<file path="src/rtl/muon_acq_sequencer.sv">
// muon_acq_sequencer: repeated fixed-length acquisition windows for the muon pulse counter.
// Each window clears the counter, opens the sample gate, lets in-flight pulses close,
// then hands the captured count/time to readout as a valid/ready record.
//
// state    | meaning
// ---------+---------------------------------------------------------------
// S_IDLE   | no run; counter held in reset, waiting for start
// S_CLEAR  | one-cycle counter clear ahead of each window
// S_ACQ    | gate open for the latched window length
// S_SETTLE | gate closed so the counter terminates any open pulse
// S_REPORT | record presented, waiting for the consumer handshake
module muon_acq_sequencer #(
    parameter int CNT_W  = 8,
    parameter int TIME_W = 32,
    parameter int SETTLE = 4,
    parameter int IDX_W  = 16
) (
    input  logic              clk,
    input  logic              reset,
    input  logic              start,
    input  logic              stop,
    input  logic [31:0]       gate_len,
    input  logic [IDX_W-1:0]  num_windows,
    input  logic [7:0]        digital_in,
    output logic              ctr_reset,
    output logic [7:0]        ctr_data,
    input  logic [CNT_W-1:0]  ctr_count,
    input  logic [TIME_W-1:0] ctr_time,
    output logic              busy,
    output logic              rec_valid,
    input  logic              rec_ready,
    output logic [CNT_W-1:0]  rec_count,
    output logic [TIME_W-1:0] rec_time,
    output logic [IDX_W-1:0]  rec_index,
    output logic              rec_last,
    output logic              rec_trunc
);

    typedef enum logic [2:0] {
        S_IDLE,
        S_CLEAR,
        S_ACQ,
        S_SETTLE,
        S_REPORT
    } state_t;

    localparam logic [31:0] SETTLE_M1 = 32'(SETTLE - 1);

    state_t            state;
    state_t            state_nxt;
    logic [31:0]       glen_q;
    logic [31:0]       timer_q;
    logic [IDX_W-1:0]  nwin_q;
    logic [IDX_W-1:0]  index_q;
    logic              trunc_q;
    logic              stop_q;
    logic              timer_tc;
    logic              final_win;

    assign timer_tc  = (timer_q == '0);
    assign final_win = (nwin_q != '0) && (index_q == nwin_q - IDX_W'(1));

    // State register
    always_ff @(posedge clk or negedge reset) begin
        if (!reset) begin
            state <= S_IDLE;
        end else begin
            state <= state_nxt;
        end
    end

    // Next-state decode; a stop during REPORT ends the run at the handshake
    always_comb begin
        state_nxt = state;
        case (state)
            S_IDLE:   if (start) state_nxt = S_CLEAR;
            S_CLEAR:  state_nxt = stop ? S_SETTLE : S_ACQ;
            S_ACQ:    if (stop || timer_tc) state_nxt = S_SETTLE;
            S_SETTLE: if (timer_tc) state_nxt = S_REPORT;
            S_REPORT: begin
                if (rec_ready) begin
                    state_nxt = (rec_last || stop) ? S_IDLE : S_CLEAR;
                end
            end
            default:  state_nxt = S_IDLE;
        endcase
    end

    // Run configuration, window timer, stop tracking and record capture
    always_ff @(posedge clk or negedge reset) begin
        if (!reset) begin
            glen_q    <= '0;
            timer_q   <= '0;
            nwin_q    <= '0;
            index_q   <= '0;
            trunc_q   <= 1'b0;
            stop_q    <= 1'b0;
            rec_count <= '0;
            rec_time  <= '0;
            rec_index <= '0;
            rec_last  <= 1'b0;
            rec_trunc <= 1'b0;
        end else begin
            case (state)
                S_IDLE: begin
                    if (start) begin
                        // a zero-length window would never open the gate; run it as one cycle
                        glen_q  <= (gate_len == '0) ? 32'd1 : gate_len;
                        nwin_q  <= num_windows;
                        index_q <= '0;
                    end
                end
                S_CLEAR: begin
                    trunc_q <= stop;
                    stop_q  <= stop;
                    timer_q <= stop ? SETTLE_M1 : glen_q - 32'd1;
                end
                S_ACQ: begin
                    if (stop) begin
                        trunc_q <= 1'b1;
                        stop_q  <= 1'b1;
                    end
                    if (stop || timer_tc) begin
                        timer_q <= SETTLE_M1;
                    end else begin
                        timer_q <= timer_q - 32'd1;
                    end
                end
                S_SETTLE: begin
                    if (stop) begin
                        stop_q <= 1'b1;
                    end
                    if (timer_tc) begin
                        rec_count <= ctr_count;
                        rec_time  <= ctr_time;
                        rec_index <= index_q;
                        rec_trunc <= trunc_q;
                        rec_last  <= stop_q || stop || final_win;
                    end else begin
                        timer_q <= timer_q - 32'd1;
                    end
                end
                S_REPORT: begin
                    if (stop) begin
                        rec_last <= 1'b1;
                    end
                    if (rec_ready && !(rec_last || stop)) begin
                        index_q <= index_q + IDX_W'(1);
                    end
                end
                default: ;
            endcase
        end
    end

    // Counter control, gate and status outputs decoded from the current state
    always_comb begin
        busy      = (state != S_IDLE);
        ctr_reset = (state == S_IDLE) || (state == S_CLEAR);
        ctr_data  = (state == S_ACQ) ? digital_in : 8'd0;
        rec_valid = (state == S_REPORT);
    end

endmodule

</file>
<file path="config.mk">
export PLATFORM = sky130hd
export DESIGN_NAME = muon_acq_sequencer
export DESIGN_NICKNAME = d
export VERILOG_FILES = /design/src/rtl/muon_acq_sequencer.sv
export SDC_FILE = /design/constraint.sdc
export NUM_CORES = 1
export LEC_CHECK = 0
export CORE_MARGIN = 2
export CORE_UTILIZATION = 50
export DETAILED_ROUTE_END_ITERATION = 10
export PLACE_DENSITY = 0.81
export SLEW_MARGIN = 20
export SYNTH_ARGS = -nofsm -noshare
export SYNTH_HDL_FRONTEND = slang
export SYNTH_SLANG_ARGS = --single-unit
export TNS_END_PERCENT = 100
</file>
<file path="constraint.sdc">
create_clock -name clk -period 5.6 [get_ports clk]
set_input_delay 1.4 -clock clk [delete_from_list [all_inputs] [get_ports clk]]
set_output_delay 1.4 -clock clk [all_outputs]
set_load 0.01 [all_outputs]
</file>
Word-level counts from Yosys, hierarchy flattened
Cells that the tools add are included.
Widths: inputs -> output; s select.
{ "classes": {"add_sub_neg": 4, "multipliers": 0, "n_div": 0, "n_lt_le_gt_ge": 0, "n_eq_ne": 14, "shifts": 0, "muxes": 21, "n_bitwise": 0, "reduce_logical": 27} }
{ "op_table": {"columns": ["cell", "count"], "rows": [
  ["$mux 32", 4],
  ["$pmux 32 s3", 1],
  ["$logic_not 32->1", 2],
  ["$sub 32x1->32 const B", 2],
  ["$mux 16", 2],
  ["$pmux 16 s2", 1],
  ["$add 16x1->16 const B", 1],
  ["$eq 16x16->1", 1],
  ["$reduce_bool 16->1", 1],
  ["$sub 16x1->16 const B", 1],
  ["$pmux 3 s5", 1],
  ["$mux 3", 4],
  ["$ne 2x2->1 const B", 6],
  ["$reduce_and 2->1", 5],
  ["$mux 8", 1],
  ["$reduce_bool 2->1", 4],
  ["$eq 3x2->1 const B", 2],
  ["$ne 2x1->1 const B", 3],
  ["$pmux 1 s2", 3],
  ["$reduce_and 3->1", 2],
  ["$reduce_bool 3->1", 2],
  ["$logic_or 1x1->1", 5],
  ["$mux 1", 4],
  ["$reduce_and 4->1", 1],
  ["other kinds (6)", 7]
]} }
{ "word_totals": {"reg_bits": 159, "latchBits": 0, "ramBits": 0, "romBits": 0, "output_inout_bits": 69, "elab_cells": 78, "n_memories": 0} }

Depth between registers and ports, before layout
Gate-level depths: netlist (run 1).
{ "depth": {"depth_word": 6, "depth_mapped": 11, "depth_no_buf": 9} }

Worst setup path before layout (run 1)
No wires, ideal clock.
{ "synth_path": {"path_kind": "input to register", "from": "in start", "to": "reg index_q[14]", "setup_ns": 0.132, "arrival_time_ns": 2.960, "t_required_ns": 5.468, "slack_ns": 2.508, "cell_stages": 6, "n_path_buf": 0, "cell_sequence": "nor4b_1 > a21o_1 > nand4_1 > nor4_1 > xnor2_1 > nor2_1"} }
{ "synth_via": {"elab_chain_len": 2} }
{ "synth_lines": {"columns": ["item", "line_no", "source"], "rows": [
  ["start, declared", "20", "input logic start,"],
  ["$ne 2x2->1 (no line)", null, null],
  ["$reduce_and 3->1 (no line)", null, null],
  ["end signal, assigned", "148", "index_q <= index_q + IDX_W'(1);"],
  ["end, declared", "54", "logic [IDX_W-1:0] index_q;"]
]} }
No other way between the ends.
A chain may end at the register's enable or synchronous reset.

Worst setup path after layout (run 1)
{ "layout_path": {"from": "in digital_in[4]", "to": "out ctr_data[4]"} }
{ "layout_via": {"elab_chain_len": 1} }
{ "layout_lines": {"columns": ["item", "line_no", "source"], "rows": [
  ["start, declared", "24", "input logic [7:0] digital_in,"],
  ["$mux 8", "160", "ctr_data = (state == S_ACQ) ? digital_in : 8'd0;"],
  ["end, declared", "26", "output logic [7:0] ctr_data,"]
]} }
No other way between the ends.

==> results.json, run 1 <==
{
  "synth_fa_ha_area_share_pct": 0.736,
  "synth_flop_cell": "dfrtp_1",
  "p_int_mw": 2.44,
  "gp_congestion": 0.902,
  "total_power_mw": 3.69,
  "fin_util_pct": 65.6,
  "die-area_mm2": 0.0181,
  "ant_nets": 0,
  "drcViolationCount": 0,
  "dr.pass1.iters": 5,
  "synth_compound_area_share_pct": 12.6,
  "cts.htree.levels": 4,
  "yosysWarnings": 0,
  "area_growth_pct": 28.0,
  "ctsHoldBuffers": 0,
  "clk_pin_slew_ps": 70,
  "irDropWorstVdd_mv": 0.249,
  "synth_top_area_share_pct": 46.8,
  "dp_hpwl_um": 15400,
  "instances_no_fill": 1301,
  "cp.required_ps": 4200,
  "muxShareOfSynthArea_pct": 6.27,
  "die_w_um": 134,
  "grt_max_degree": 90,
  "n_antenna_cell": 0,
  "synth.largest_area_cell": "dfrtp_1",
  "grt_setup_unrepaired": "no",
  "grt_pass1_vias": 7198,
  "antenna_found_initial": 0,
  "critPathCaptureType": "output pin",
  "ctsResizeCount": 0,
  "pwr-share-clk_pct": 30.4,
  "power_density_mw_per_mm2": 340,
  "synth_cell_types": 68,
  "synth_xor_area_share_pct": 5.25,
  "synth_top_cells_by_area": "dfrtp_1, nand2_1, mux2_2, xor2_1, nor2_1",
  "startpoint_type": "input pin",
  "cts_root_buf": "clkbuf_16",
  "overflow": 0,
  "met1_length_um": 9770,
  "synth_seq_cells": 159,
  "synthCells": 923,
  "drt_iter0_markers": 731,
  "synth_edf_count": 0,
  "timing_worst_setup_path_type": "in2out",
  "place_inst": 1268,
  "num-nets-final": 1174,
  "status": "complete, no violations",
  "synth_simple_gate_area_share_pct": 24.5,
  "max_slew_margin_pct": 38.9,
  "fin_skew_ps": 13.3,
  "drt_wl_total_um": 22300,
  "clock_latency_ps": 440,
  "cts_setup_buffers": 0,
  "core_mm2": 0.0166,
  "die_y_um": 134,
  "cts_buffers": 17,
  "p_leak_nw": 4.54,
  "switchingPower_mw": 1.26,
  "dr_wl_met3_um": 1370,
  "drv_slew": 0,
  "initial_core_util_pct": 51.3,
  "synthArstFlopShare_pct": 100,
  "vias": 7568,
  "hold_viol": 0,
  "synth_area_per_cell_um2": 9.21,
  "path_max_fanout": 1,
  "clkSinkCount": 159,
  "synth_top_family_by_area": "simple AND/OR/NAND/NOR gates",
  "final_cell_mix": "nand2_1, clkdlybuf4s50_1, dfrtp_1",
  "clock_path_buffers": 2,
  "grt_use_total_pct": 25.3,
  "via_per_inst": 5.82,
  "seq_power_share_pct": 43.9,
  "grt_pass1_wl_um": 36600,
  "cap_viol_max_count": 0,
  "final.setup.tns_ps": 0,
  "tightestPinTransition_ps": 916,
  "finalSetupViolCount": 0,
  "cts_tree": "built",
  "post_drt_wl_per_cell_um": 17.1,
  "sw_frac_of_total_pct": 34.0,
  "yosysSeqAreaShare_pct": 46.8,
  "syn_nets": 1029,
  "pwr-share-comb_pct": 25.7,
  "fillerInstances": 1359,
  "post-route-min-period_ps": 3950,
  "crit_arrival_ps": 2550,
  "placementRows": 47,
  "netlist_area_mm2": 0.00850,
  "min_period_over_period_pct": 70.5,
  "io_buffers": 169,
  "layout-drive-gt1-share_pct": 9.53,
  "wl_met2_um": 10700,
  "top_layer": "met4",
  "hold_path.class": "reg2reg",
  "layout_commonest_cell": "nand2_1",
  "max_freq_ghz": 0.253,
  "ios": 170
}
sequential cells by signal, indices dropped and copies added (netlist names):
register / count
glen_q: 32
index_q: 16
nwin_q: 16
rec_count: 8
rec_index: 16
rec_last: 1
rec_time: 32
rec_trunc: 1
state: 3
stop_q: 1
timer_q: 32
trunc_q: 1
Yosys cell counts (all sizes together) (2+ instances only):
cell	n
nand2	201
dfrtp	159
nor2	57
o21ai	46
mux2	42
clkbuf	38
nor3	30
xor2	30
a21oi	28
inv	28
nor4	27
xnor2	21
nand3	20
or3	17
nand4	14
or4	14
buf	12
and3	11
o22ai	9
a221o	8
o2bb2ai	8
nor4b	7
a22o	6
mux2i	6
o31ai	6
or2	6
a21o	5
ha	5
o211ai	5
o311ai	5
and4	4
nand3b	4
o221ai	4
or4b	4
and2	3
o31a	3
o32a	3
o32ai	3
o41ai	3
a21boi	2
a22oi	2
a31oi	2
nor2b	2
nor3b	2
power groups by stage:
stage	Clock (mW)	Combinational, mW	Sequential (mW)
2_1_floorplan	0	0.572	1.59
3_3_place_gp	0	0.898	1.62
3_5_place_dp	0	0.935	1.63
4_1_cts	1.14	0.942	1.61
5_1_grt	1.20	1.05	1.66
6_report	1.12	0.948	1.62
cell type report:
| type | instances | area [um^2] | share of cell area (%) |
|---|---|---|---|
| multi-input combinational | 686 | 4210 | 38.7 |
| sequential | 159 | 3980 | 36.6 |
| timing repair buffer | 176 | 1750 | 16.0 |
| clock buffer | 17 | 425 | 3.91 |
| tap | 220 | 275 | 2.53 |
| clock inverter | 15 | 140 | 1.29 |
| inverter | 28 | 105 | 0.966 |
cell families (layout without fill, tap and decap cells):
kind of cell | Yosys count | after routing
XOR/XNOR | 51 | 51
multiplexers | 48 | 48
adder cells (fa/ha/maj) | 5 | 5
AND/OR/NAND/NOR | 427 | 427
flip-flops | 159 | 159
buffers and inverters | 78 | 236
AO/OA/AOI/OAI | 155 | 155
critical path: stages:
cell,delay (ps)
clkdlybuf4s50_1,450
and3_1,160
clkdlybuf4s50_1,540
per-stage QoR:
step / setup slack (ps) / instance area (um^2) / hold WS [ps]
2_1_floorplan: 2510 / 8500 / 469
3_3_place_gp: 1670 / 10300 / 448
3_5_place_dp: 1660 / 10300 / 454
4_1_cts: 1520 / 10900 / 469
5_1_grt: 1620 / 10900 / 486
6_report: 1650 / 10900 / 465
final timing paths:
| kind | start | to | slack [ps] | depth (start not counted) |
|---|---|---|---|---|
| hold / removal | rec_time[13]$_DFFE_PN0P_ | rec_time[13]$_DFFE_PN0P_ | 460 | 2 |
| hold reg to reg | rec_time[13]$_DFFE_PN0P_ | rec_time[13]$_DFFE_PN0P_ | 460 | 2 |
| max in group asynchronous | reset | rec_time[16]$_DFFE_PN0P_ | 3540 | 2 |
| setup reg to reg | timer_q[14]$_DFFE_PN0P_ | timer_q[12]$_DFFE_PN0P_ | 1900 | 6 |
| min in group asynchronous | reset | glen_q[31]$_DFFE_PN0P_ | 1010 | 1 |
| setup / recovery | digital_in[4] | ctr_data[4] | 1650 | 3 |
layer usage:
| layer | vias to the layer above | track usage (%) |
|---|---|---|
| li1 | 3583 | - |
| met1 | 3679 | 34.6 |
| met2 | 266 | 40.0 |
| met3 | 40 | 5.63 |
| met4 | 0 | 8.65 |
| met5 | - | 0 |
(Power assumes the default switching activity.)
==> run 2, diff against run 1 <==
Clock period 5.6 ns to 4.1 ns, I/O delays scaled along.
==> run 2 against run 1 <==
Worst setup slack worse by 800 ps. Power up 40%. Largest power group unchanged. Clock skew up 0.51 ps.
==> results.json, run 2 (synthesis results as in run 1) <==
{
  "path_max_fanout": 9,
  "regToRegStartpoint": "timer_q[14]$_DFFE_PN0P_",
  "grt_setup_unrepaired": "no",
  "clk_pin_slew_ps": 60,
  "hold_viol": 0,
  "clock_latency_ps": 430,
  "core_mm2": 0.0166,
  "drv_slew": 0,
  "status": "complete, no violations",
  "power_density_mw_per_mm2": 469,
  "max_slew_margin_pct": 46.9,
  "die_y_um": 134,
  "clkSinkCount": 159,
  "grt_pass1_wl_um": 36900,
  "ant_nets": 0,
  "final.setup.tns_ps": 0,
  "fin_hold_ws_ps": 463,
  "overflow": 0,
  "cts_root_buf": "clkbuf_16",
  "cts_tree": "built",
  "initial_core_util_pct": 51.3,
  "tightestPinTransition_ps": 790,
  "num-nets-final": 1185,
  "die-area_mm2": 0.0181,
  "drt_wl_total_um": 22400,
  "ctsResizeCount": 0,
  "io_buffers": 169,
  "vias": 7553,
  "post_drt_wl_per_cell_um": 17.1,
  "gp_congestion": 0.881,
  "dr.pass1.iters": 5,
  "cts_setup_buffers": 0,
  "drcViolationCount": 0,
  "placementRows": 47,
  "die_w_um": 134,
  "ios": 170,
  "cp.required_ps": 3070,
  "area_growth_pct": 29.7,
  "irDropWorstVdd_mv": 0.355,
  "top_regs": "glen_q: 32 flops, rec_time: 32 flops, timer_q: 32 flops",
  "grt_max_degree": 79,
  "min_period_over_period_pct": 79.3,
  "min_to": "rec_time[28]$_DFFE_PN0P_",
  "layout_commonest_cell": "nand2_1",
  "cts_buffers": 17,
  "startpoint_type": "flop",
  "grt_use_total_pct": 25.5,
  "timing_worst_setup_path_type": "reg2out",
  "drt_iter0_markers": 585,
  "hold_depth": 2,
  "r2r_cells": 7,
  "antenna_found_initial": 1,
  "finalSetupViolCount": 0,
  "crit_arrival_ps": 2230,
  "reg2reg_setup_slack_ps": 910,
  "p_leak_nw": 4.62,
  "max_freq_ghz": 0.308,
  "fin_skew_ps": 13.8,
  "post-route-min-period_ps": 3250,
  "via_per_inst": 5.75,
  "ctsHoldBuffers": 0,
  "reg2reg_to": "timer_q[12]$_DFFE_PN0P_",
  "hold_path.class": "reg2reg",
  "layout-drive-gt1-share_pct": 10.2,
  "dp_hpwl_um": 15800,
  "critPathCaptureType": "output pin",
  "cap_viol_max_count": 0,
  "hp-start": "rec_time[28]$_DFFE_PN0P_",
  "clock_path_buffers": 2,
  "final_cell_mix": "nand2_1, clkdlybuf4s50_1, dfrtp_1",
  "cts.htree.levels": 4,
  "grt_pass1_vias": 7283
}
==> run 2: critical path, stage by stage (launching register included) <==
cell	delay [ps]
dfrtp_1	500
nor2b_1	520
and3_1	240
clkdlybuf4s50_1	530
==> run 2: metal layers <==
| metal | GRT usage (%) | vias to the layer above | wire length, um |
|---|---|---|---|
| met5 | 0 | - | 0 |
| met4 | 8.60 | 0 | 574 |
| met3 | 5.18 | 41 | 1380 |
| met2 | 41.0 | 284 | 10800 |
| met1 | 34.6 | 3612 | 9710 |
| li1 | - | 3616 | - |
==> run 2: report_power, final <==
group / internal (mW) / leakage, nW / switching, mW
Clock: 0.987 / 0.293 / 0.684
Combinational: 0.651 / 2.45 / 0.630
Sequential: 1.88 / 1.88 / 0.336
==> run 2: final cells by class <==
class                   count  area [um^2]
fillers                  1318         5560
inverters                  28          105
well taps                 220          275
clock buffers              19          443
multi-input cells         686         4200
repair buffers            187         1840
clock inverters            13          176
diodes                      1         2.50
flip-flops and latches    159         3980
==> run 2: how the worst max path moves through the flow <==
stage	startpoint	endpoint
after floorplan	timer_q[14]$_DFFE_PN0P_	timer_q[15]$_DFFE_PN0P_
after global placement	stop	timer_q[7]$_DFFE_PN0P_
after detailed placement	stop	timer_q[7]$_DFFE_PN0P_
after CTS	state[1]$_DFFE_PN0P_	ctr_data[6]
after global routing	state[1]$_DFFE_PN0P_	ctr_data[5]
final	state[1]$_DFFE_PN0P_	ctr_data[6]
==> run 2: metrics by stage <==
step	util [%]	area, um^2	worst slack, ps	cells	total power, mW
floorplan	-	8500	1310	923	2.95
global placement	62.7	10400	784	1279	3.44
detailed placement	62.7	10400	760	1279	3.49
CTS	66.4	11000	841	1311	5.17
global route	66.5	11000	716	1313	5.42
finish	66.5	11000	850	1313	5.17
